$ cat config.mk
export PLATFORM = sky130hd
export DESIGN_NAME = imem_arbiter
export DESIGN_NICKNAME = d
export VERILOG_FILES = /design/src/rtl/imem_arbiter.sv
export SDC_FILE = /design/constraint.sdc
export NUM_CORES = 1
export LEC_CHECK = 0
export ABC_AREA = 1
export BUFFER_PORTS_ARGS = -buffer_cell sky130_fd_sc_hd__buf_4
export CAP_MARGIN = 30
export CORE_MARGIN = 2
export CORE_UTILIZATION = 46
export DETAILED_ROUTE_END_ITERATION = 10
export HOLD_SLACK_MARGIN = 0.1
export PLACE_DENSITY = 0.76
export SLEW_MARGIN = 20
export SYNTH_ARGS = -nofsm -noshare
export SYNTH_HDL_FRONTEND = slang
export SYNTH_SLANG_ARGS = --single-unit
$ cat constraint.sdc
create_clock -name clock -period 4.7 [get_ports clock]
set_input_delay 0 -clock clock [delete_from_list [all_inputs] [get_ports clock]]
set_output_delay 0 -clock clock [all_outputs]
set_load 0.02 [all_outputs]
$ cat src/rtl/imem_arbiter.sv
// imem_arbiter: shares one instruction memory between the PC fetch port and a loader/debug port.
// Build option: define LOADER_PRIORITY_EN to let the loader win every simultaneous request.
module imem_arbiter #(
   parameter int ADDR_W  = 32,
   parameter int DATA_W  = 32,
   parameter int MEM_LAT = 2
) (
   input  logic              clock,
   input  logic              rst,
   input  logic              fetch_req,
   input  logic [ADDR_W-1:0] fetch_addr,
   output logic              fetch_ready,
   output logic [DATA_W-1:0] fetch_instr,
   output logic              pc_stall,
   input  logic              load_req,
   input  logic              load_we,
   input  logic [ADDR_W-1:0] load_addr,
   input  logic [DATA_W-1:0] load_wdata,
   output logic              load_ack,
   output logic [DATA_W-1:0] load_rdata,
   output logic              mem_en,
   output logic              mem_we,
   output logic [ADDR_W-1:0] mem_addr,
   output logic [DATA_W-1:0] mem_wdata,
   input  logic [DATA_W-1:0] mem_rdata,
   output logic              busy
);
   typedef enum logic [1:0] {S_IDLE, S_FETCH, S_LOAD, S_DONE} state_t;

   localparam logic [3:0] CNT_INIT = 4'(MEM_LAT - 1);

   state_t            r_state, w_state_next;
   logic [3:0]        r_cnt, w_cnt_next;
   logic              r_last_load;   // port of the most recent grant; also tags the DONE pulse
   logic              r_we;
   logic [ADDR_W-1:0] r_addr;
   logic [DATA_W-1:0] r_wdata;
   logic [DATA_W-1:0] r_finstr;
   logic [DATA_W-1:0] r_lrdata;
   logic              w_grant_fetch;
   logic              w_grant_load;
   logic              w_service;

   assign w_service = (r_state == S_FETCH) || (r_state == S_LOAD);

   always_comb begin
      w_state_next  = r_state;
      w_cnt_next    = r_cnt;
      w_grant_fetch = 1'b0;
      w_grant_load  = 1'b0;
      case (r_state)
         S_IDLE: begin
            if (fetch_req && load_req) begin
`ifdef LOADER_PRIORITY_EN
               w_grant_load  = 1'b1;
`else
               w_grant_fetch = r_last_load;
               w_grant_load  = ~r_last_load;
`endif
            end else begin
               w_grant_fetch = fetch_req;
               w_grant_load  = load_req;
            end
            if (w_grant_fetch) begin
               w_state_next = S_FETCH;
               w_cnt_next   = CNT_INIT;
            end else if (w_grant_load) begin
               w_state_next = S_LOAD;
               w_cnt_next   = CNT_INIT;
            end
         end
         S_FETCH, S_LOAD: begin
            if (r_cnt == 4'd0) w_state_next = S_DONE;
            else               w_cnt_next   = r_cnt - 4'd1;
         end
         S_DONE:  w_state_next = S_IDLE;
         default: w_state_next = S_IDLE;
      endcase
   end

   always_ff @(posedge clock or posedge rst) begin
      if (rst) begin
         r_state     <= S_IDLE;
         r_cnt       <= 4'd0;
         r_last_load <= 1'b1;
         r_we        <= 1'b0;
         r_addr      <= '0;
         r_wdata     <= '0;
         r_finstr    <= '0;
         r_lrdata    <= '0;
      end else begin
         r_state <= w_state_next;
         r_cnt   <= w_cnt_next;
         if (w_grant_fetch || w_grant_load) begin
            r_last_load <= w_grant_load;
            r_addr      <= w_grant_load ? load_addr : fetch_addr;
            r_we        <= w_grant_load & load_we;
            r_wdata     <= w_grant_load ? load_wdata : '0;
         end
         // Last service cycle: memory data is valid on this edge.
         if (w_service && (r_cnt == 4'd0)) begin
            if (r_state == S_FETCH) r_finstr <= mem_rdata;
            else if (!r_we)         r_lrdata <= mem_rdata;
         end
      end
   end

   assign mem_en      = w_service;
   assign mem_we      = (r_state == S_LOAD) && r_we && (r_cnt == CNT_INIT);
   assign mem_addr    = w_service ? r_addr : '0;
   assign mem_wdata   = w_service ? r_wdata : '0;
   assign fetch_ready = (r_state == S_DONE) && !r_last_load;
   assign load_ack    = (r_state == S_DONE) && r_last_load;
   assign fetch_instr = r_finstr;
   assign load_rdata  = r_lrdata;
   assign busy        = (r_state != S_IDLE);
   assign pc_stall    = fetch_req & ~fetch_ready;
endmodule

Word level (Yosys, flattened, before mapping). Cells that the tools add are included.

Flip-flop bits (word level): 136. Input bits: 133. Output and inout bits: 134. Logic and storage cells: 58.

Add/subtract/negate cells: 1. Eq/ne operators: 7. Muxes and demuxes: 18. Bitwise logic cells: 6. Reduce and logical (&&, ||, !) cells: 18.

Operator list (number): 32-bit 2-to-1 mux (4); 4-bit 2-to-1 mux (3); 4-bit case mux with 2 select lines (1); 1-bit logical AND (6); 1-bit 2-to-1 mux (6); 2-bit 2-to-1 mux (3); 2-bit case mux with 3 select lines (1); 3-bit AND reduction (2); 2-bit == test, second input constant (2); 4-bit by 1-bit == test with 1-bit output, second input constant (1); 4-bit zero test (1); 2-bit != test, second input constant (2); 1-bit inverter (4); 2-bit AND reduction (2); 2-bit nonzero test (2); 4-bit by 1-bit subtractor with 4-bit output, second input constant (1); 3-bit by 1-bit != test with 1-bit output, second input constant (1); 1-bit bitwise AND (2); 2-bit by 1-bit == test with 1-bit output, second input constant (1); 2-bit zero test (1); 1-bit logical OR (2); 2-bit OR reduction (1); 1-bit zero test (1).

Depth between registers and ports, before layout. Gate-level depths: netlist of the first run.

Depth in word-level cells: 6. Gate-level depth with buffers: 8. Gate-level depth less buffers: 7.

Least setup slack after synthesis of the first run. Ideal clock, no wire load.

Kind: reg2reg. From: register r_state[0]. To: register r_finstr[15] (netlist: fetch_instr[15]). Setup time: 121 ps. Arrival time: 1596 ps. Data required time: 4579 ps. Path slack: 2983 ps. Stages on the path, launching flop included: 9. Path buffers: 3. Period minus slack after synthesis: 1717 ps. Cell sequence: dfrtp_1 -> inv_1 -> ha_1 -> clkbuf_2 -> nand3_4 -> buf_6 -> buf_6 -> o21ai_1 -> nand2_1.

Word-level cells in the longest chain between the ends: 4. Elaborated cells on any way between the ends: 5. Those cells by class: 2 x eq/ne; 3 x reduce/logical.

RTL lines: start, declared (line 32) `state_t r_state, w_state_next;`; start signal, assigned (line 92) `r_state <= w_state_next;`; 2-bit by 1-bit == test with 1-bit output or 2-bit == test (tied branches) (line 44) `assign w_service = (r_state == S_FETCH) || (r_state == S_LOAD);`; 1-bit logical OR * (line 44); net mem_en (line 21) `output logic mem_en,`; 1-bit logical AND * (line 101) `if (w_service && (r_cnt == 4'd0)) begin`; 2-bit AND reduction (no line) *; end signal, assigned (line 102) `if (r_state == S_FETCH) r_finstr <= mem_rdata;`; end, declared (line 38) `logic [DATA_W-1:0] r_finstr;`.

The timed path passes the listed nets; every way through them passes the cells marked *. A chain may end at the register's enable or synchronous reset.

Final worst setup path of the first run.
From: register r_state[1]. To: register r_addr[8].

Word-level cells in the longest chain between the ends: 3. Elaborated cells on any way between the ends: 5. Those cells by class: 3 x mux; 2 x reduce/logical.

RTL lines: 2-bit zero test * (line 51) `case (r_state)`; 1-bit 2-to-1 mux (line 51); 32-bit 2-to-1 mux or 1-bit logical OR (tied branches) (line 96, 94); end signal, assigned (line 96) `r_addr <= w_grant_load ? load_addr : fetch_addr;`; end, declared (line 36) `logic [ADDR_W-1:0] r_addr;`.

Every way passes the cells marked *; elsewhere a longest branch is shown, timed or not.

==> results of run 1 <==
## sequential cells by signal, summed over array words and instances (netlist names)
register and flops:
load_rdata 32, r_state 2, r_cnt 4, r_we 1, r_wdata 32, r_last_load 1, fetch_instr 32, r_addr 32
## final cells by class
class                           count  share of cell area (%)
Timing Repair Buffer              409                    32.0
Sequential cell                   136                    31.8
Multi-Input combinational cell    545                    22.0
Inverter                          178                    6.29
Clock buffer                       19                    4.14
Tap cell                          184                    2.15
Clock inverter                     13                    1.58
## worst min path at each step
stage / cells after the start / end / startpoint / slack [ns]
4_1_cts: 4 / load_rdata[21] / mem_rdata[21] / 0.32
5_1_grt: 4 / load_rdata[25] / mem_rdata[25] / 0.34
2_1_floorplan: 2 / fetch_instr[19] / mem_rdata[19] / 0.12
3_3_place_gp: 3 / load_rdata[21] / mem_rdata[21] / 0.21
3_5_place_dp: 3 / fetch_instr[4] / mem_rdata[4] / 0.22
6_report: 4 / fetch_instr[17] / mem_rdata[17] / 0.34
## layer usage
layer | vias up | GRT usage (%) | share of wire (%) | wire length, um
li1 | 3434 | - | - | -
met5 | - | 0 | 0 | 0
met4 | 0 | 11.8 | 3.0 | 661
met2 | 317 | 47.0 | 48 | 10600
met1 | 3334 | 34.1 | 40 | 8830
met3 | 50 | 8.34 | 8.3 | 1810
## cell usage after synthesis
| cell type | count | area, um^2 |
|---|---|---|
| nand4_1 | 2 | 12.5 |
| buf_2 | 13 | 65.1 |
| or2_2 | 1 | 6.26 |
| inv_1 | 176 | 661 |
| dfrtp_1 | 135 | 3380 |
| nand2_1 | 384 | 1440 |
| a21oi_2 | 1 | 8.76 |
| xor2_1 | 1 | 8.76 |
| nor2_1 | 4 | 15.0 |
| clkbuf_1 | 8 | 30.0 |
| clkbuf_2 | 2 | 10.0 |
| nand3_4 | 1 | 17.5 |
| o21ai_1 | 48 | 240 |
| ha_1 | 8 | 100 |
| nor2_4 | 2 | 22.5 |
| dfstp_2 | 1 | 26.3 |
| buf_6 | 11 | 124 |
| o21ai_0 | 49 | 245 |
| a21oi_1 | 1 | 5.00 |
| buf_1 | 3 | 11.3 |
| nor2_2 | 1 | 6.26 |
| buf_4 | 10 | 75.1 |
| inv_2 | 2 | 7.51 |
| nor3_1 | 1 | 5.00 |
| o21ai_2 | 2 | 17.5 |
| nand3_1 | 39 | 195 |
## report_power, final
group	switching (mW)	total [mW]	internal, mW
clock	0.515	1.37	0.854
sequential	0.330	2.09	1.76
combinational	2.42	3.90	1.47
total	3.27	7.36	4.09
## per-stage QoR
step	worst slack (ns)	area [um^2]
floorplan	1.06	6740
global placement	2.11	8710
detailed placement	2.03	8710
CTS	1.90	10700
global route	1.66	10700
finish	1.85	10700
## cell families (layout without fill, tap and decap cells)
group,count (synthesis),after routing
simple gates,435,435
buf+inv,225,619
flops,136,136
compound gates,101,101
fa+ha+maj,8,8
xor+xnor,1,1
## worst max-delay path: stages (launching register included)
cell and delay, ns:
dfrtp_1 0.41, inv_1 0.12, ha_1 0.31, nand3_2 0.55, buf_4 0.48, nand2_1 0.14, nand3_1 0.08, dlygate4sd3_1 0.61
nand2_1 0.07
==> flow_summary.yaml, run 1 <==
power:
  ir_drop_uv: 371
  p_leak_nw: 6.18
  p_per_area_nw_per_um2: 687
  power_mw: 7.36
worst_setup_path:
  cp.arrival_ns: 3.20
  cp-start-kind: "flop"
  r2r_cells: 8
  startpoint: "r_state[1]"
  crit-reg2reg-launch: "r_state[1]"
  worstSetupEndpoint: "r_addr[8]"
  reg2reg_to: "r_addr[8]"
  critPathCaptureType: "flop"
  regToRegSetupSlack_ns: 1.85
  path_max_fanout: 33
  required_ns: 5.05
  critPathKind: "reg -> reg"
run_status:
  status: "completed"
min_path:
  hp-class: "in -> reg"
logic_synthesis:
  synth_compound_area_share_pct: 7.67
  yosysSeqAreaShare_pct: 50.5
  synth_seq_cells: 136
  synth_xor_area_share_pct: 0.130
  syn_area_um2: 6740
  synth_fa_ha_area_share_pct: 1.49
  yosys.area_share.simple_pct: 25.6
  yosys_warnings: 0
  synth_nets: 1047
  synthMuxAreaShare_pct: 0
  ys_types: 26
  synthCells: 906
  postSynthAreaPerCell_um2: 7.43
  synth_top_family_by_area: "simple AND/OR/NAND/NOR gates"
clocking:
  cts_resized: 0
  clk_latency_ns: 0.41
  cts_setup_buffers: 0
  cts_made_buffers: 17
  cts_tree: "yes"
  max-clock-path-buffers: 2
  clkTransAtPathRegs_ns: 0.06
  h-tree-depth: 4
  cts_hold_buf: 135
  cts_root_buf: "clkbuf_16"
  clock-sinks: 136
finish:
  area_growth_pct: 59.0
  fill_cells: 981
  final_util_pct: 74.2
  final_cell_mix: "383 x nand2_1, 272 x buf_4, 175 x inv_1"
  instances_no_fill: 1484
  insertedDiodeCount: 0
  drive_gt1_share_pct: 24.5
  fin_nets: 1428
  final_common_cell: "nand2_1"
  regArea_um2: 3400
  multiInputGateArea_um2: 2360
die:
  dieArea_um2: 15600
  coreArea_um2: 14400
  fp.dieW_um: 125
  start_util_pct: 46.7
  num_rows: 44
  die_h_um: 125
  io_pins: 267
timing:
  timing.final.crit_share_pct: 60.7
  fin_skew_ns: 0.0102
  finalHoldViolCount: 0
  setup-tns-final_ns: 0
  rsz0062_at_grt: "false"
  tightest_slew_ns: 0.850
  slew_violations: 0
  fin_crit_ns: 2.85
  finalSetupViolations: 0
  hold_ws_ns: 0.341
  relSlewSlack_pct: 43.2
  fmax_mhz: 351
routing:
  antenna_left: 0
  vias_per_cell: 4.81
  vias: 7135
  dr.pass1.iters: 5
  drc: 0
  drt_first_iter_violations: 492
  wirelength_mm: 21.9
  wire_per_inst_um: 14.8
placement:
  io_buffers: 266
  gp_congestion: 0.795
  placedCellCount: 1315
  hpwl_mm: 12.4
grt:
  grt_max_degree: 99
  grt_use_total_pct: 28.1
  grt_pass1_vias: 7167
  globalRouteOverflowTotal: 0
  grt_pass1_wl_mm: 35.4
  antenna_found_initial: 0
job:
  drv_cap: 0
Note: power is estimated with default switching activity, not from simulation.
==> run 2, diff against run 1 <==
- CORE_UTILIZATION: 46 -> 44
- clock period: 4.7 -> 2.6 ns (I/O delays scaled with it)
==> run 2 against run 1 <==
  * Final area grew 0.17%
  * Clock power grew 69%
  * Combinational power grew 80%
  * Sequential cell count is the same
  * Sequential power grew 81%
  * Via count shrank 0.63%
  * Clock-buffer cell count grew 7
  * Sequential share of layout area shrank 0.055 points
  * Final cell count grew 0.67%
  * Highest routed layer unchanged
  * Die area grew 4.4%
  * Wire length shrank 2.0%
==> flow_summary.yaml, run 2 (same netlist as run 1, synthesis figures left out) <==
run_status:
  status: "completed"
die:
  dieArea_um2: 16300
  die_h_um: 128
  fp.dieW_um: 128
  num_rows: 45
  io_pins: 267
  start_util_pct: 44.6
  coreArea_um2: 15100
worst_setup_path:
  critPathCaptureType: "flop"
  cp.arrival_ns: 2.76
  critPathKind: "reg -> reg"
  path_cells: "inv_1, ha_1, nand2_2, inv_2, nand3_1, dlygate4sd3_1, nand2_1"
  crit_family: "buffers and inverters"
  slowest_stage: "dlygate4sd3_1"
  cp-start-kind: "flop"
  max_stage_delay_ns: 0.60
  path_buf_inv: 3
  path_max_fanout: 34
  required_ns: 2.95
clocking:
  clkTransAtPathRegs_ns: 0.06
  max-clock-path-buffers: 2
  cts_tree: "yes"
  clk_latency_ns: 0.42
  cts_made_buffers: 17
  cts_setup_buffers: 0
  h-tree-depth: 4
  cts_root_buf: "clkbuf_16"
  clock-sinks: 136
timing:
  rsz0062_at_grt: "false"
  fin_crit_ns: 2.41
  setup-tns-final_ns: 0
  hold_ws_ns: 0.334
  tightest_slew_ns: 0.713
  finalSetupViolations: 0
  fmax_mhz: 415
  fin_skew_ns: 0.00517
  finalHoldViolCount: 0
  setup_slack_ns: 0.191
  relSlewSlack_pct: 52.5
  slew_violations: 0
  timing.final.crit_share_pct: 92.6
routing:
  vias: 7090
  wirelength_mm: 21.5
  vias_per_cell: 4.75
  drc: 0
  dr.pass1.iters: 5
  antenna_left: 0
  drt_first_iter_violations: 392
  wire_per_inst_um: 14.4
finish:
  fill_cells: 1085
  final_common_cell: "nand2_1"
  fin_area_um2: 10700
  final_cell_mix: "383 x nand2_1, 276 x buf_4, 175 x inv_1"
  final_util_pct: 71.1
  instances_no_fill: 1494
  fin_nets: 1433
  regArea_um2: 3400
  area_growth_pct: 59.3
  multiInputGateArea_um2: 2360
  drive_gt1_share_pct: 24.7
grt:
  globalRouteOverflowTotal: 0
  grt_pass1_wl_mm: 34.7
  grt_pass1_vias: 7202
  antenna_found_initial: 1
  grt_use_total_pct: 26.7
  grt_max_degree: 137
power:
  p_per_area_nw_per_um2: 1220
  power_mw: 13.1
  ir_drop_uv: 745
  p_leak_nw: 6.22
placement:
  placedCellCount: 1326
  gp_congestion: 0.812
  hpwl_mm: 13.0
  io_buffers: 266
  post-place-ws_ns: 0.508
  placed_cell_area_um2: 8790
job:
  drv_cap: 0
min_path:
  hp-class: "in -> reg"
-- run 2: timing repair --
action	CTS	global route
endpoints found under the setup margin	0	20
hold endpoints to repair	267	0
gates resized for setup	0	2
hold buffers	135	0
-- run 2: layout make-up --
| class | count | area share [%] |
|---|---|---|
| Tap cell | 188 | 2.19 |
| Clock inverter | 6 | 0.595 |
| Multi-Input combinational cell | 545 | 22.0 |
| Sequential cell | 136 | 31.7 |
| Inverter | 178 | 6.26 |
| Antenna cell | 1 | 0.0233 |
| Clock buffer | 26 | 4.75 |
| Timing Repair Buffer | 414 | 32.4 |
-- run 2: final timing paths --
kind / slack [ns] / endpoint / cells past startpoint / start
worst max-delay path: 0.19 / r_addr[18] / 7 / r_state[0]
worst min-delay path: 0.33 / fetch_instr[21] / 4 / mem_rdata[21]
worst max register to register: 0.19 / r_addr[18] / 7 / r_state[0]
worst min register to register: 0.48 / r_addr[1] / 2 / r_addr[1]
max in group asynchronous: 1.72 / r_wdata[8] / 4 / rst
min in group asynchronous: 0.35 / load_rdata[10] / 4 / rst
-- run 2: worst reg2reg max path, cell delays in order (launching register included) --
cell and delay [ns]:
dfrtp_1 0.41, inv_1 0.12, ha_1 0.33, nand2_2 0.14, inv_2 0.49, nand3_1 0.19, dlygate4sd3_1 0.60, nand2_1 0.07
-- run 2: metal layers --
metal	part of all wire [%]	wire length, um	track usage, %	vias to the layer above
met4	2.7	579	11.8	0
met2	49	10500	45.2	316
met1	40	8560	32.0	3278
met3	8.2	1770	7.30	49
met5	0	0	0	-
li1	-	-	-	3447
-- run 2: where the power goes --
part / switching (mW) / internal [mW]
clock: 0.866 / 1.44
sequential: 0.606 / 3.18
combinational: 4.33 / 2.69
==> run 3, diff against run 2 <==
- RECOVER_POWER: not set -> 100
==> run 3 against run 2 <==
  * The run now ends with max-capacitance violations, max-slew violations left
  * Core utilization is 3.7 points lower
  * Combinational power is 14% lower
  * Sequential cell count stayed put
  * Highest routed layer unchanged
==> flow_summary.yaml, run 3 (same netlist as run 1, synthesis figures left out) <==
grt:
  grt_pass1_wl_mm: 34.7
  grt_pass1_vias: 7202
  grt_util_met3_pct: 7.30
  globalRouteOverflowTotal: 0
  grtUsageMet1_pct: 32.0
  grt_use_total_pct: 26.7
  antenna_found_initial: 1
  grt_use_met2_pct: 45.2
  grt_max_degree: 137
  busiest_layer: "met2"
finish:
  final_util_pct: 67.3
  final_cell_mix: "383 x nand2_1, 175 x inv_1, 140 x clkbuf_1"
  instances_no_fill: 1494
  fin_area_um2: 10200
  drive_gt1_share_pct: 14.1
  final_common_cell: "nand2_1"
  area_growth_pct: 50.9
  fin_nets: 1433
routing:
  antenna_left: 0
  drt_first_iter_violations: 384
  drc: 0
  wire_per_inst_um: 14.3
  vias_per_cell: 4.76
  wirelength_mm: 21.4
  vias: 7115
  dr.pass1.iters: 5
placement:
  placed_cell_area_um2: 8790
  post-place-ws_ns: 0.508
  gp_congestion: 0.812
  hpwl_mm: 13.0
  io_buffers: 266
  placedCellCount: 1326
run_status:
  violations: "max-capacitance violations, max-slew violations"
  status: "finished with violations"
power:
  p_leak_nw: 5.67
  power_mw: 12.1
  ir_drop_uv: 649
  p_per_area_nw_per_um2: 1190
die:
  num_rows: 45
  dieArea_um2: 16300
  die_h_um: 128
  coreArea_um2: 15100
  fp.dieW_um: 128
  io_pins: 267
  start_util_pct: 44.6
timing:
  fin_crit_ns: 2.41
  timing.final.crit_share_pct: 92.7
  finalHoldViolCount: 0
  setup_slack_ns: 0.191
  fmax_mhz: 415
  tightest_slew_ns: 1.83
  setup-tns-final_ns: 0
  fin_skew_ns: 0.00417
  hold_ws_ns: 0.335
  finalSetupViolations: 0
  slew_violations: 137
  relSlewSlack_pct: -21.8
  rsz0062_at_grt: "false"
worst_setup_path:
  cp-start-kind: "flop"
  path_max_fanout: 34
  critPathKind: "reg -> reg"
  required_ns: 2.95
  r2r_cells: 7
  regToRegSetupSlack_ns: 0.19
  critPathCaptureType: "flop"
  cp.arrival_ns: 2.76
clocking:
  cts_made_buffers: 17
  cts_tree: "yes"
  clock-sinks: 136
  cts_setup_buffers: 0
  cts_root_buf: "clkbuf_16"
  max-clock-path-buffers: 2
  h-tree-depth: 4
  clk_latency_ns: 0.41
  clkTransAtPathRegs_ns: 0.06
min_path:
  hp-class: "in -> reg"
  min_path_cells: 4
job:
  drv_cap: 1
[run 3: changes by cell type in the layout (fill, tap and decap cells not counted), sizes merged]
| cell | previous run | this run |
|---|---|---|
| clkbuf | 26 | 167 |
| buf | 279 | 138 |
[run 3: cell type report]
| type | instances | area [um^2] |
|---|---|---|
| diodes | 1 | 2.50 |
| clock buffers | 26 | 509 |
| clock inverters | 6 | 63.8 |
| fillers | 1273 | 4930 |
| inverters | 178 | 672 |
| multi-input cells | 545 | 2340 |
| flip-flops and latches | 136 | 3400 |
| well taps | 188 | 235 |
| repair buffers | 414 | 2930 |
[run 3: critical path: stages, from the launching register on]
cell and delay (ns):
dfrtp_1 0.41, inv_1 0.12, ha_1 0.32, nand2_2 0.14, inv_2 0.49, nand3_1 0.18, dlygate4sd3_1 0.60, nand2_1 0.07
[run 3: timing repair]
item	CTS	global route
gates resized for setup	0	2
endpoints found under the setup margin	0	20
hold buffers	135	0
endpoints found under the hold margin	267	0
[run 3: final timing paths]
path                          startpoint        endpoint
max                           r_state[0]      r_addr[18]
min                        mem_rdata[21]  load_rdata[21]
max reg2reg                   r_state[0]      r_addr[18]
min reg2reg                    r_addr[1]       r_addr[1]
max in group asynchronous            rst     r_wdata[11]
min in group asynchronous            rst  load_rdata[10]
[run 3: where the power goes]
| group | internal, mW | leakage [nW] | switching (mW) |
|---|---|---|---|
| sequential | 3.18 | 1.68 | 0.589 |
| combinational | 1.79 | 3.72 | 4.28 |
| clock | 1.44 | 0.277 | 0.864 |
[run 3: routing by layer]
layer,wire length (um),up-vias
met1,8450,3292
met2,10500,332
li1,-,3442
met5,0,-
met3,1840,49
met4,604,0
